==> src/rtl/uart_tx_if.sv <==
// Parallel-side handshake for the UART transmitter: byte + start strobe in,
// serial line and frame status out.
interface uart_tx_if;
  logic [7:0] tx_data;
  logic       tx_start;
  logic       tx_out;
  logic       tx_busy;
  logic       tx_done;

  modport master (output tx_data, output tx_start,
                  input  tx_out,  input  tx_busy, input tx_done);
  modport slave  (input  tx_data, input  tx_start,
                  output tx_out,  output tx_busy, output tx_done);
endinterface

==> src/rtl/uart_tx.sv <==
// 8N1 serial transmitter: start bit, 8 data bits LSB first, stop bit, each
// held BIT_PERIOD clocks. Line idles high and is driven straight from a flop.
module uart_tx #(
  parameter int BIT_PERIOD = 10
) (
  input  logic     clk,
  input  logic     rst,
  uart_tx_if.slave bus
);
  localparam int CW = (BIT_PERIOD > 1) ? $clog2(BIT_PERIOD) : 1;
  localparam logic [CW-1:0] CNT_MAX  = CW'(BIT_PERIOD - 1);
  localparam logic [CW-1:0] CNT_LAST = CW'(BIT_PERIOD - 2);

  typedef enum logic [1:0] {IDLE, START, DATA, STOP} state_t;

  state_t        state_q, state_d;
  logic [CW-1:0] clk_cnt_q, clk_cnt_d;
  logic [2:0]    bit_idx_q, bit_idx_d;
  logic [8:0]    shift_q, shift_d;
  logic          tx_out_q, tx_out_d;
  logic          tx_busy_q, tx_busy_d;
  logic          tx_done_q, tx_done_d;
  logic          period_end;

  always_comb begin
    state_d    = state_q;
    clk_cnt_d  = clk_cnt_q;
    bit_idx_d  = bit_idx_q;
    shift_d    = shift_q;
    tx_busy_d  = tx_busy_q;
    tx_done_d  = 1'b0;
    period_end = (clk_cnt_q == CNT_MAX);

    case (state_q)
      IDLE: begin
        if (bus.tx_start) begin
          state_d   = START;
          clk_cnt_d = '0;
          bit_idx_d = '0;
          shift_d   = {1'b1, bus.tx_data};
          tx_busy_d = 1'b1;
        end
      end
      START: begin
        if (period_end) begin
          clk_cnt_d = '0;
          state_d   = DATA;
        end else begin
          clk_cnt_d = clk_cnt_q + 1'b1;
        end
      end
      DATA: begin
        if (period_end) begin
          clk_cnt_d = '0;
          shift_d   = {1'b1, shift_q[8:1]};
          if (bit_idx_q == 3'd7) state_d = STOP;
          else bit_idx_d = bit_idx_q + 1'b1;
        end else begin
          clk_cnt_d = clk_cnt_q + 1'b1;
        end
      end
      STOP: begin
        // Registered pulse: raise it one edge early so it lands on the last stop cycle.
        tx_done_d = (clk_cnt_q == CNT_LAST);
        if (period_end) begin
          clk_cnt_d = '0;
          state_d   = IDLE;
          tx_busy_d = 1'b0;
        end else begin
          clk_cnt_d = clk_cnt_q + 1'b1;
        end
      end
      default: state_d = IDLE;
    endcase

    // Line level follows the state being entered, so it only moves at bit boundaries.
    case (state_d)
      START:   tx_out_d = 1'b0;
      DATA:    tx_out_d = shift_d[0];
      default: tx_out_d = 1'b1;
    endcase
  end

  always_ff @(posedge clk) begin
    if (rst) begin
      state_q   <= IDLE;
      clk_cnt_q <= '0;
      bit_idx_q <= '0;
      shift_q   <= 9'h1FF;
      tx_out_q  <= 1'b1;
      tx_busy_q <= 1'b0;
      tx_done_q <= 1'b0;
    end else begin
      state_q   <= state_d;
      clk_cnt_q <= clk_cnt_d;
      bit_idx_q <= bit_idx_d;
      shift_q   <= shift_d;
      tx_out_q  <= tx_out_d;
      tx_busy_q <= tx_busy_d;
      tx_done_q <= tx_done_d;
    end
  end

  assign bus.tx_out  = tx_out_q;
  assign bus.tx_busy = tx_busy_q;
  assign bus.tx_done = tx_done_q;
endmodule
==> src/flat_wrapper.sv <==
// flat-port wrapper written by rule: the top's interface ports become plain ports
module uart_tx_flat 
#(
  parameter int BIT_PERIOD = 10
)
  (clk, rst, bus_tx_data, bus_tx_start, bus_tx_out, bus_tx_busy, bus_tx_done);
  uart_tx_if bus_i ();
  input  logic clk;
  input  logic rst;
  input wire logic [$bits(bus_i.tx_data)-1:0] bus_tx_data;
  input wire logic [$bits(bus_i.tx_start)-1:0] bus_tx_start;
  output wire logic [$bits(bus_i.tx_out)-1:0] bus_tx_out;
  output wire logic [$bits(bus_i.tx_busy)-1:0] bus_tx_busy;
  output wire logic [$bits(bus_i.tx_done)-1:0] bus_tx_done;
  assign bus_i.tx_data = bus_tx_data;
  assign bus_i.tx_start = bus_tx_start;
  assign bus_tx_out = bus_i.tx_out;
  assign bus_tx_busy = bus_i.tx_busy;
  assign bus_tx_done = bus_i.tx_done;
  uart_tx #(.BIT_PERIOD(BIT_PERIOD)) u_core (.clk(clk), .rst(rst), .bus(bus_i));
endmodule
==> config.mk <==
export PLATFORM = sky130hd
export DESIGN_NAME = uart_tx_flat
export DESIGN_NICKNAME = d
export VERILOG_FILES = /design/src/rtl/uart_tx_if.sv /design/src/rtl/uart_tx.sv /design/src/flat_wrapper.sv
export SDC_FILE = /design/constraint.sdc
export NUM_CORES = 1
export LEC_CHECK = 0
export ABC_AREA = 1
export CAP_MARGIN = 10
export CORE_ASPECT_RATIO = 1.25
export CORE_UTILIZATION = 56
export CTS_CLUSTER_SIZE = 25
export DETAILED_ROUTE_END_ITERATION = 12
export GPL_ROUTABILITY_DRIVEN = 0
export PLACE_DENSITY = 0.84
export SYNTH_ARGS = -nofsm -noshare
export SYNTH_HDL_FRONTEND = slang
export SYNTH_SLANG_ARGS = --single-unit
==> constraint.sdc <==
create_clock -name clk -period 1.7 [get_ports clk]
set_input_delay 0.51 -clock clk [delete_from_list [all_inputs] [get_ports clk]]
set_output_delay 0.51 -clock clk [all_outputs]
set_load 0.05 [all_outputs]
After elaboration in Yosys (flattened, before gate mapping)
Cells that the tools add are included.
{"block": "classes", "addsub": 2, "n_eq_ne": 12, "mux": 20, "n_bitwise": 1, "n_reduce_logical": 8}
{"cell": "$mux W9", "n": 2}
{"cell": "$pmux W9 S2", "n": 1}
{"cell": "$mux W2", "n": 5}
{"cell": "$mux W3", "n": 3}
{"cell": "$eq A4 B4 Y1 const B", "n": 2}
{"cell": "$mux W4", "n": 2}
{"cell": "$pmux W2 S4", "n": 1}
{"cell": "$pmux W4 S2", "n": 1}
{"cell": "$eq A2 B2 Y1 const B", "n": 3}
{"cell": "$pmux W3 S2", "n": 1}
{"cell": "$reduce_and A3 Y1", "n": 2}
{"cell": "$add A4 B1 Y4 const B", "n": 1}
{"cell": "$eq A2 B1 Y1 const B", "n": 2}
{"cell": "$ne A2 B1 Y1 const B", "n": 2}
{"cell": "$ne A2 B2 Y1 const B", "n": 2}
{"cell": "$pmux W1 S2", "n": 2}
{"cell": "$reduce_and A4 Y1", "n": 1}
{"cell": "$reduce_bool A2 Y1", "n": 2}
{"cell": "$add A3 B1 Y3 const B", "n": 1}
{"cell": "$eq A3 B3 Y1 const B", "n": 1}
{"cell": "$reduce_or A3 Y1", "n": 1}
{"cell": "$logic_not A2 Y1", "n": 1}
{"cell": "$mux W1", "n": 2}
{"cell": "$reduce_or A2 Y1", "n": 1}
{"cell": "$not A1 Y1", "n": 1}
{"block": "word_totals", "reg_bits": 21, "inputBits": 11}

Depth between registers and ports, before layout
Gate-level depths: netlist of run 1.
{"block": "depth", "word_depth": 6, "depth_mapped": 9, "ltp_nobuf": 9}

Worst setup path before layout of run 1
OpenSTA, ideal clock, no wires.
{"block": "synth_timing", "kind": "reg-to-reg", "startpoint": "register u_core.bit_idx_q[0]", "endpoint": "register u_core.tx_out_q (netlist: u_core.bus.tx_out)", "setup_ns": 0.115, "arrival_time_ns": 1.039, "t_required_ns": 1.585, "slack_ns": 0.546, "path_stages_with_launch": 9, "n_path_buf": 0, "path_cell_list": "dfxtp_1 -> ha_1 -> ha_1 -> nand3_1 -> nor2_1 -> nor2_2 -> nand3_1 -> nand2_1 -> nand2_1"}
{"block": "synth_via", "elab_chain_len": 6}
{"item": "from (decl)", "line": "uart_tx.sv:18", "source": "logic [2:0] bit_idx_q, bit_idx_d;"}
{"item": "from (signal assigned)", "line": "uart_tx.sv:96", "source": "bit_idx_q <= bit_idx_d;"}
{"item": "$eq A3 B3 Y1 *", "line": "uart_tx.sv:56", "source": "if (bit_idx_q == 3'd7) state_d = STOP;"}
{"item": "$mux W2 *", "line": "uart_tx.sv:56"}
{"item": "$mux W2 *", "line": "uart_tx.sv:53", "source": "if (period_end) begin"}
{"item": "$pmux W2 S4 *", "line": "uart_tx.sv:34", "source": "case (state_q)"}
{"item": "$eq A2 B2 Y1 / $eq A2 B1 Y1 (equally long branches)", "line": "uart_tx.sv:77", "source": "case (state_d)"}
{"item": "$pmux W1 S2 *", "line": "uart_tx.sv:77"}
{"item": "to (signal assigned)", "line": "uart_tx.sv:98", "source": "tx_out_q <= tx_out_d;"}
{"item": "to (decl)", "line": "uart_tx.sv:20", "source": "logic tx_out_q, tx_out_d;"}
Mark *: on every way between the ends. The rest lies on a longest branch, timed or not.
A chain may end at the register's enable or synchronous reset.

Final worst setup path of run 1
{"block": "layout_timing", "startpoint": "register u_core.tx_busy_q (netlist: u_core.bus.tx_busy)", "endpoint": "output bus_tx_busy"}
{"item": "from (decl)", "line": "uart_tx.sv:21", "source": "logic tx_busy_q, tx_busy_d;"}
{"item": "from (signal assigned)", "line": "uart_tx.sv:99", "source": "tx_busy_q <= tx_busy_d;"}
{"item": "to (decl)", "line": "flat_wrapper.sv:13", "source": "output wire logic [$bits(bus_i.tx_busy)-1:0] bus_tx_busy;"}
No word-level cell between the ends.

==> results.txt, run 1 <==
----------------------------------------------------
[Timing]
  Post-route minimum period ... 1.36 ns
  Final sum of negative setup slack ... 0 ns
  Final setup skew ... 0.00758 ns
  Post-Route Hold Slack ... 0.459 ns
  Slew Viols, Final ... 0
  Unrepaired setup endpoints after global routing ... false
  Number of failing setup endpoints in the final timing report ... 0
  Final hold viol count ... 0
  Fmax achieved ... 0.738 GHz
  Max_slew headroom ... 0.805
  Final clock period utilization by the worst path ... 0.797
  Transition time of the tightest slew-check pin ... 0.289 ns

[Worst setup path]
  Required time at the worst-slack endpoint ... 1.19 ns
  Worst reg2reg setup slack ... 0.40 ns
  Category of cells accounting for the largest share of critical-path delay ... flip-flops
  Critical path arrival ... 0.85 ns
  Critical path peak fanout ... 2
  Cell with the largest stage delay on the worst path ... sky130_fd_sc_hd__dfxtp_1
  Setup Crit Path Kind ... register to primary output
  Cells traversed along the worst timing path ... buf_12
  Longest individual stage delay on the worst path ... 0.40 ns
  Worst setup EP type ... primary output
  Startpoint kind of the worst setup timing path ... register
  Count of buffering cells on the critical path with inverters included ... 1

[Clock network]
  Clock root buffer master ... sky130_fd_sc_hd__clkbuf_4
  Clock H-tree levels ... 1
  TritonCTS clock tree ... done
  Post-cts gate resize count ... 0
  Source-to-sink clock delay at the later pin of the worst-skew pair ... 0.30 ns
  Clock buffers created by TritonCTS ... 3
  Clk slew on worst S/H paths ... 0.12 ns
  Clock Sink Count ... 21
  Clk buf depth ... 2
  Count of hold buffers inserted by post-cts repair ... 0
  Number of setup buffers added after CTS ... 0

[Yosys]
  Flop and latch count out of synthesis ... 21
  Net Count, Synth ... 150
  Portion of synthesized cell area occupied by the leading cell type ... 0.415
  Syn. warnings ... 0
  Synthesized netlist cell count ... 137
  Sequential-to-total area share from yosys stat ... 0.415
  Mean area per synthesized cell ... 7.40 um2
  Cell taking the most area after synthesis ... sky130_fd_sc_hd__dfxtp_1
  Number of distinct library cells after synthesis ... 23
  Area of the mapped netlist ... 1010 um2
  Synth area leaders ... sky130_fd_sc_hd__dfxtp_1 (41%), sky130_fd_sc_hd__nand2_1 (10%), sky130_fd_sc_hd__inv_1 (7.0%)

[Layout]
  Area used by multi-input combinational logic ... 495 um2
  Net count of the finished layout ... 168
  Number of filler cells placed in the layout ... 122
  Most frequent cells in the layout ... sky130_fd_sc_hd__nand2_1 (28), sky130_fd_sc_hd__dfxtp_1 (21), sky130_fd_sc_hd__inv_1 (19), sky130_fd_sc_hd__nand3_1 (13)
  Proportion of layout cells with a drive suffix above 1 ... 0.149
  N_diodes ... 0
  Synthesis-to-finish area growth ... 21.1%
  Number of cells in the finished layout apart from fillers ... 172
  Flip-flop and latch area ... 420 um2
  Summed area of non-filler cells in the final layout ... 1230 um2
  Most common cell after layout, fill and taps aside ... sky130_fd_sc_hd__nand2_1

[Drt]
  Total routed wirelength ... 2000 um
  Detailed-route vias per instance ... 5.41
  Detail Route Antenna Nets ... 0
  Starting DRC count in detailed routing ... 15
  Router iterations before antenna repair ... 4
  Wirelength per Cell ... 11.6 um
  Number of remaining DRC errors ... 0
  Vias ... 931

[Floorplanning]
  Core Box Area ... 1620 um2
  Height of the die ... 49.6 um
  Width of the die ... 40.1 um
  Num rows ... 16
  Number of top-level design ports ... 14
  Initial cell density of the core ... 0.625
  Die area ... 1990 um2

[Global routing]
  Antenna violations before repair ... 0
  Global-route wire length before repair ... 3640 um
  Largest net degree at the start of global routing ... 13
  Vias in the first global route ... 931
  Overall overflow remaining after global route ... 0
  Overall routing resource usage ... 0.251

[Power and ir drop]
  IR drop worst, VDD ... 0.000575 V
  Power after layout ... 961 uW
  Leak pwr ... 0.577 nW
  Total power density per cell area ... 783 nW/um2

[Status]
  Run status ... complete, no violations

[Place]
  I/O Buffers ... 13
  Post-Place Cells ... 168
  Instance area after placement ... 1200 um2
  Post-DP HPWL ... 1590 um

[Flow run]
  Max-cap viol count ... 0

[Hold path]
  Worst hold-check path type ... register to register

----------------------------------------------------
==> through the flow <==
step / util / worst slack (ns)
finish: 0.757 / 0.345
global placement: 0.740 / 0.0386
CTS: 0.757 / 0.348
global route: 0.757 / 0.255
floorplan: - / 0.546
detailed placement: 0.740 / 0.0313
==> sequential cells by signal, indices dropped and copies added, names as in the netlist <==
| name | flops |
|---|---|
| u_core.bus.tx_out | 1 |
| u_core.clk_cnt_q | 4 |
| u_core.state_q | 2 |
| u_core.bus.tx_done | 1 |
| u_core.bus.tx_busy | 1 |
| u_core.shift_q | 9 |
| u_core.bit_idx_q | 3 |
==> path summary, 6_finish.rpt <==
path | start | endpoint | cells after the start
setup / recovery | u_core.bus.tx_busy | bus_tx_busy | 1
hold / removal | u_core.shift_q[8] | u_core.shift_q[8] | 2
setup reg to reg | u_core.clk_cnt_q[0] | u_core.bus.tx_out | 9
hold reg to reg | u_core.shift_q[8] | u_core.shift_q[8] | 2
==> area by class of cell <==
type	count	share of cell area
repair buffers	15	0.143
inverters	23	0.0703
clock inverters	1	0.00408
flip-flops and latches	21	0.343
well taps	18	0.0183
multi-input cells	91	0.404
clock buffers	3	0.0183
==> metal layers <==
layer,routed length [um],vias to the layer above,track usage
li1,-,480,-
met1,896,435,0.307
met2,1050,12,0.427
met3,31,4,0.0270
met4,28,0,0.0862
met5,0,-,0
==> cell families after synthesis <==
family                   share of synthesized area
AO/OA/AOI/OAI                                0.162
adder cells (fa/ha/maj)                     0.0247
buffers and inverters                       0.0963
flip-flops                                   0.415
AND/OR/NAND/NOR                              0.302
==> where the power goes <==
| part | internal [mW] | total (mW) | switching [mW] |
|---|---|---|---|
| Combinational | 0.0820 | 0.181 | 0.0986 |
| Sequential | 0.523 | 0.544 | 0.0206 |
| Clock | 0.0876 | 0.237 | 0.149 |
==> cells in the mapped netlist <==
cell,n
sky130_fd_sc_hd__o21a_1,1
sky130_fd_sc_hd__nand2_4,3
sky130_fd_sc_hd__and3_1,1
sky130_fd_sc_hd__nor2_2,3
sky130_fd_sc_hd__clkinv_1,1
sky130_fd_sc_hd__a22oi_1,3
sky130_fd_sc_hd__clkbuf_1,1
sky130_fd_sc_hd__nand3_1,13
sky130_fd_sc_hd__inv_2,3
sky130_fd_sc_hd__o21ai_0,4
sky130_fd_sc_hd__nor3_1,1
sky130_fd_sc_hd__ha_1,2
sky130_fd_sc_hd__nand2_2,2
sky130_fd_sc_hd__o21ai_2,1
sky130_fd_sc_hd__buf_4,1
sky130_fd_sc_hd__nor2_4,2
sky130_fd_sc_hd__inv_1,19
sky130_fd_sc_hd__nand2_1,28
sky130_fd_sc_hd__a211oi_1,1
sky130_fd_sc_hd__dfxtp_1,21
sky130_fd_sc_hd__nor2_1,10
sky130_fd_sc_hd__o211ai_1,7
sky130_fd_sc_hd__a21oi_1,9
No activity file was read; power rests on OpenSTA's default activity.
==> run 2, diff against run 1 <==
- CORE_UTILIZATION: 56 -> 47
- PLACE_DENSITY: 0.84 -> 0.76
- clock period: 1.7 -> 1.2 ns (I/O delays scaled with it)
==> results.txt, run 2 (synthesis results as in run 1) <==
----------------------------------------------------
[Status]
  Run status ... complete, but fails checks
  Violated checks ... negative setup slack

[Timing]
  Transition time of the tightest slew-check pin ... 0.205 ns
  Fmax achieved ... 0.823 GHz
  Unrepaired setup endpoints after global routing ... true
  Final clock period utilization by the worst path ... 1.01
  Slew Viols, Final ... 0
  Number of failing setup endpoints in the final timing report ... 3
  Final sum of negative setup slack ... -0.0286 ns
  Final worst slack ... -0.0144 ns
  Max_slew headroom ... 0.862
  Final hold viol count ... 0
  Post-route minimum period ... 1.21 ns
  Final setup skew ... 0.00966 ns

[Place]
  Instance area after placement ... 1290 um2
  Post-Place Cells ... 182
  I/O Buffers ... 13
  Post-DP HPWL ... 1660 um

[Flow run]
  Max-cap viol count ... 0

[Power and ir drop]
  IR drop worst, VDD ... 0.00106 V
  Leak pwr ... 0.654 nW
  Total power density per cell area ... 1000 nW/um2
  Power after layout ... 1.44 mW

[Worst setup path]
  Crit-path most repeated cell ... sky130_fd_sc_hd__nand2_1
  Longest individual stage delay on the worst path ... 0.46 ns
  FF-to-FF path depth ... 9
  Critical path arrival ... 1.43 ns
  Cell with the largest stage delay on the worst path ... sky130_fd_sc_hd__clkdlybuf4s50_1
  Worst setup EP type ... register
  Critical path peak fanout ... 11
  Worst reg2reg setup slack ... -0.01 ns
  Setup Crit Path Kind ... input port to register
  Cells traversed along the worst timing path ... clkdlybuf4s50_1, nand2_4, inv_2, o21ai_4, nand2_1, nand2_1, nor2_1
  Origin of the critical flop-to-flop path ... u_core.clk_cnt_q[0]
  Critical R2R Capture ... u_core.bus.tx_out
  Required time at the worst-slack endpoint ... 1.42 ns
  Startpoint kind of the worst setup timing path ... input port

[Floorplanning]
  Width of the die ... 43.5 um
  Die area ... 2350 um2
  Height of the die ... 53.9 um
  Core Box Area ... 2000 um2
  Number of top-level design ports ... 14
  Initial cell density of the core ... 0.506
  Num rows ... 18

[Layout]
  Most frequent cells in the layout ... sky130_fd_sc_hd__nand2_1 (27), sky130_fd_sc_hd__buf_4 (18), sky130_fd_sc_hd__inv_1 (16), sky130_fd_sc_hd__nand3_1 (12)
  Net count of the finished layout ... 184
  Proportion of layout cells with a drive suffix above 1 ... 0.359
  Max FFs per register ... 9
  Number of cells in the finished layout apart from fillers ... 190
  Synthesis-to-finish area growth ... 41.7%
  Summed area of non-filler cells in the final layout ... 1440 um2
  Final cell utilization of the core ... 0.717
  Biggest register ... u_core.shift_q
  Top flop regs ... u_core.shift_q: 9 flops, u_core.clk_cnt_q: 4 flops, u_core.bit_idx_q: 3 flops
  Most common cell after layout, fill and taps aside ... sky130_fd_sc_hd__nand2_1
  N_diodes ... 0

[Global routing]
  Overall overflow remaining after global route ... 0
  Antenna violations before repair ... 0
  Largest net degree at the start of global routing ... 13
  Overall routing resource usage ... 0.208
  Vias in the first global route ... 929
  Global-route wire length before repair ... 3610 um

[Drt]
  Number of remaining DRC errors ... 0
  Vias ... 995
  Total routed wirelength ... 2270 um
  Router iterations before antenna repair ... 5
  Wirelength per Cell ... 12.0 um
  Detail Route Antenna Nets ... 0
  Starting DRC count in detailed routing ... 13
  Detailed-route vias per instance ... 5.24

[Clock network]
  Source-to-sink clock delay at the later pin of the worst-skew pair ... 0.32 ns
  Count of hold buffers inserted by post-cts repair ... 0
  TritonCTS clock tree ... done
  Clock buffers created by TritonCTS ... 3
  Clk slew on worst S/H paths ... 0.12 ns
  Clock H-tree levels ... 1
  Clock Sink Count ... 21
  Clk buf depth ... 2
  Clock root buffer master ... sky130_fd_sc_hd__clkbuf_4

[Hold path]
  Hold Path Sink ... u_core.shift_q[8]
  Worst Hold Launch ... u_core.shift_q[8]
  Worst hold-check path type ... register to register
  Worst hold path stage count ... 2

----------------------------------------------------
run 2: changes by cell type in the layout (fill, tap and decap cells not counted), sizes merged:
cell	change
buf	+16
run 2: timing repair:
item,in CTS,in global routing
setup buffers,0,4
hold endpoints to repair,0,0
setup endpoints to repair,13,15
resized for setup,20,12
pin swaps,6,4
run 2: how the worst max path moves through the flow:
| stage | startpoint | end | slack, ns |
|---|---|---|---|
| 2_1_floorplan | u_core.bit_idx_q[0] | u_core.bus.tx_out | 0.05 |
| 3_3_place_gp | bus_tx_start | u_core.bit_idx_q[0] | -0.31 |
| 3_5_place_dp | bus_tx_start | u_core.bit_idx_q[1] | -0.33 |
| 4_1_cts | u_core.bit_idx_q[1] | u_core.bus.tx_out | -0.009 |
| 5_1_grt | u_core.clk_cnt_q[0] | u_core.bus.tx_out | -0.12 |
| 6_report | bus_tx_start | u_core.bit_idx_q[1] | -0.01 |
run 2: cell type report:
type	count	area, um2
fillers	151	568
multi-input cells	91	561
flip-flops and latches	21	439
repair buffers	31	295
inverters	23	88.8
well taps	20	25.0
clock buffers	3	22.5
clock inverters	1	5.00
run 2: through the flow:
stage                     hold slack (ns)  setup slack [ns]
after CTS                           0.470          -0.00851
after global routing                0.509            -0.123
final                               0.466           -0.0144
after detailed placement            0.442            -0.335
after global placement              0.433            -0.311
after floorplan                     0.415            0.0464
run 2: power breakdown:
group	switching [mW]	internal [mW]	leakage, nW
registers	0.0352	0.743	0.178
logic	0.155	0.153	0.459
clock network	0.227	0.125	0.0177
run 2: metal layers:
layer | track usage | wire (um)
met5 | 0 | 0
met4 | 0.109 | 68
met3 | 0.0235 | 71
met2 | 0.404 | 1240
met1 | 0.218 | 891
run 2: worst max-delay path, delay by kind of cell:
family / cells / cell delay [ns]
buffers and inverters: 2 / 0.57
and+or+nand+nor: 4 / 0.31
AOI/OAI and AO/OA: 1 / 0.19
==> run 3, diff against run 2 <==
- SLEW_MARGIN: unset -> 20
==> results of run 3 <==
Same layout as run 2: the final DEF is identical, and so are final timing and power.
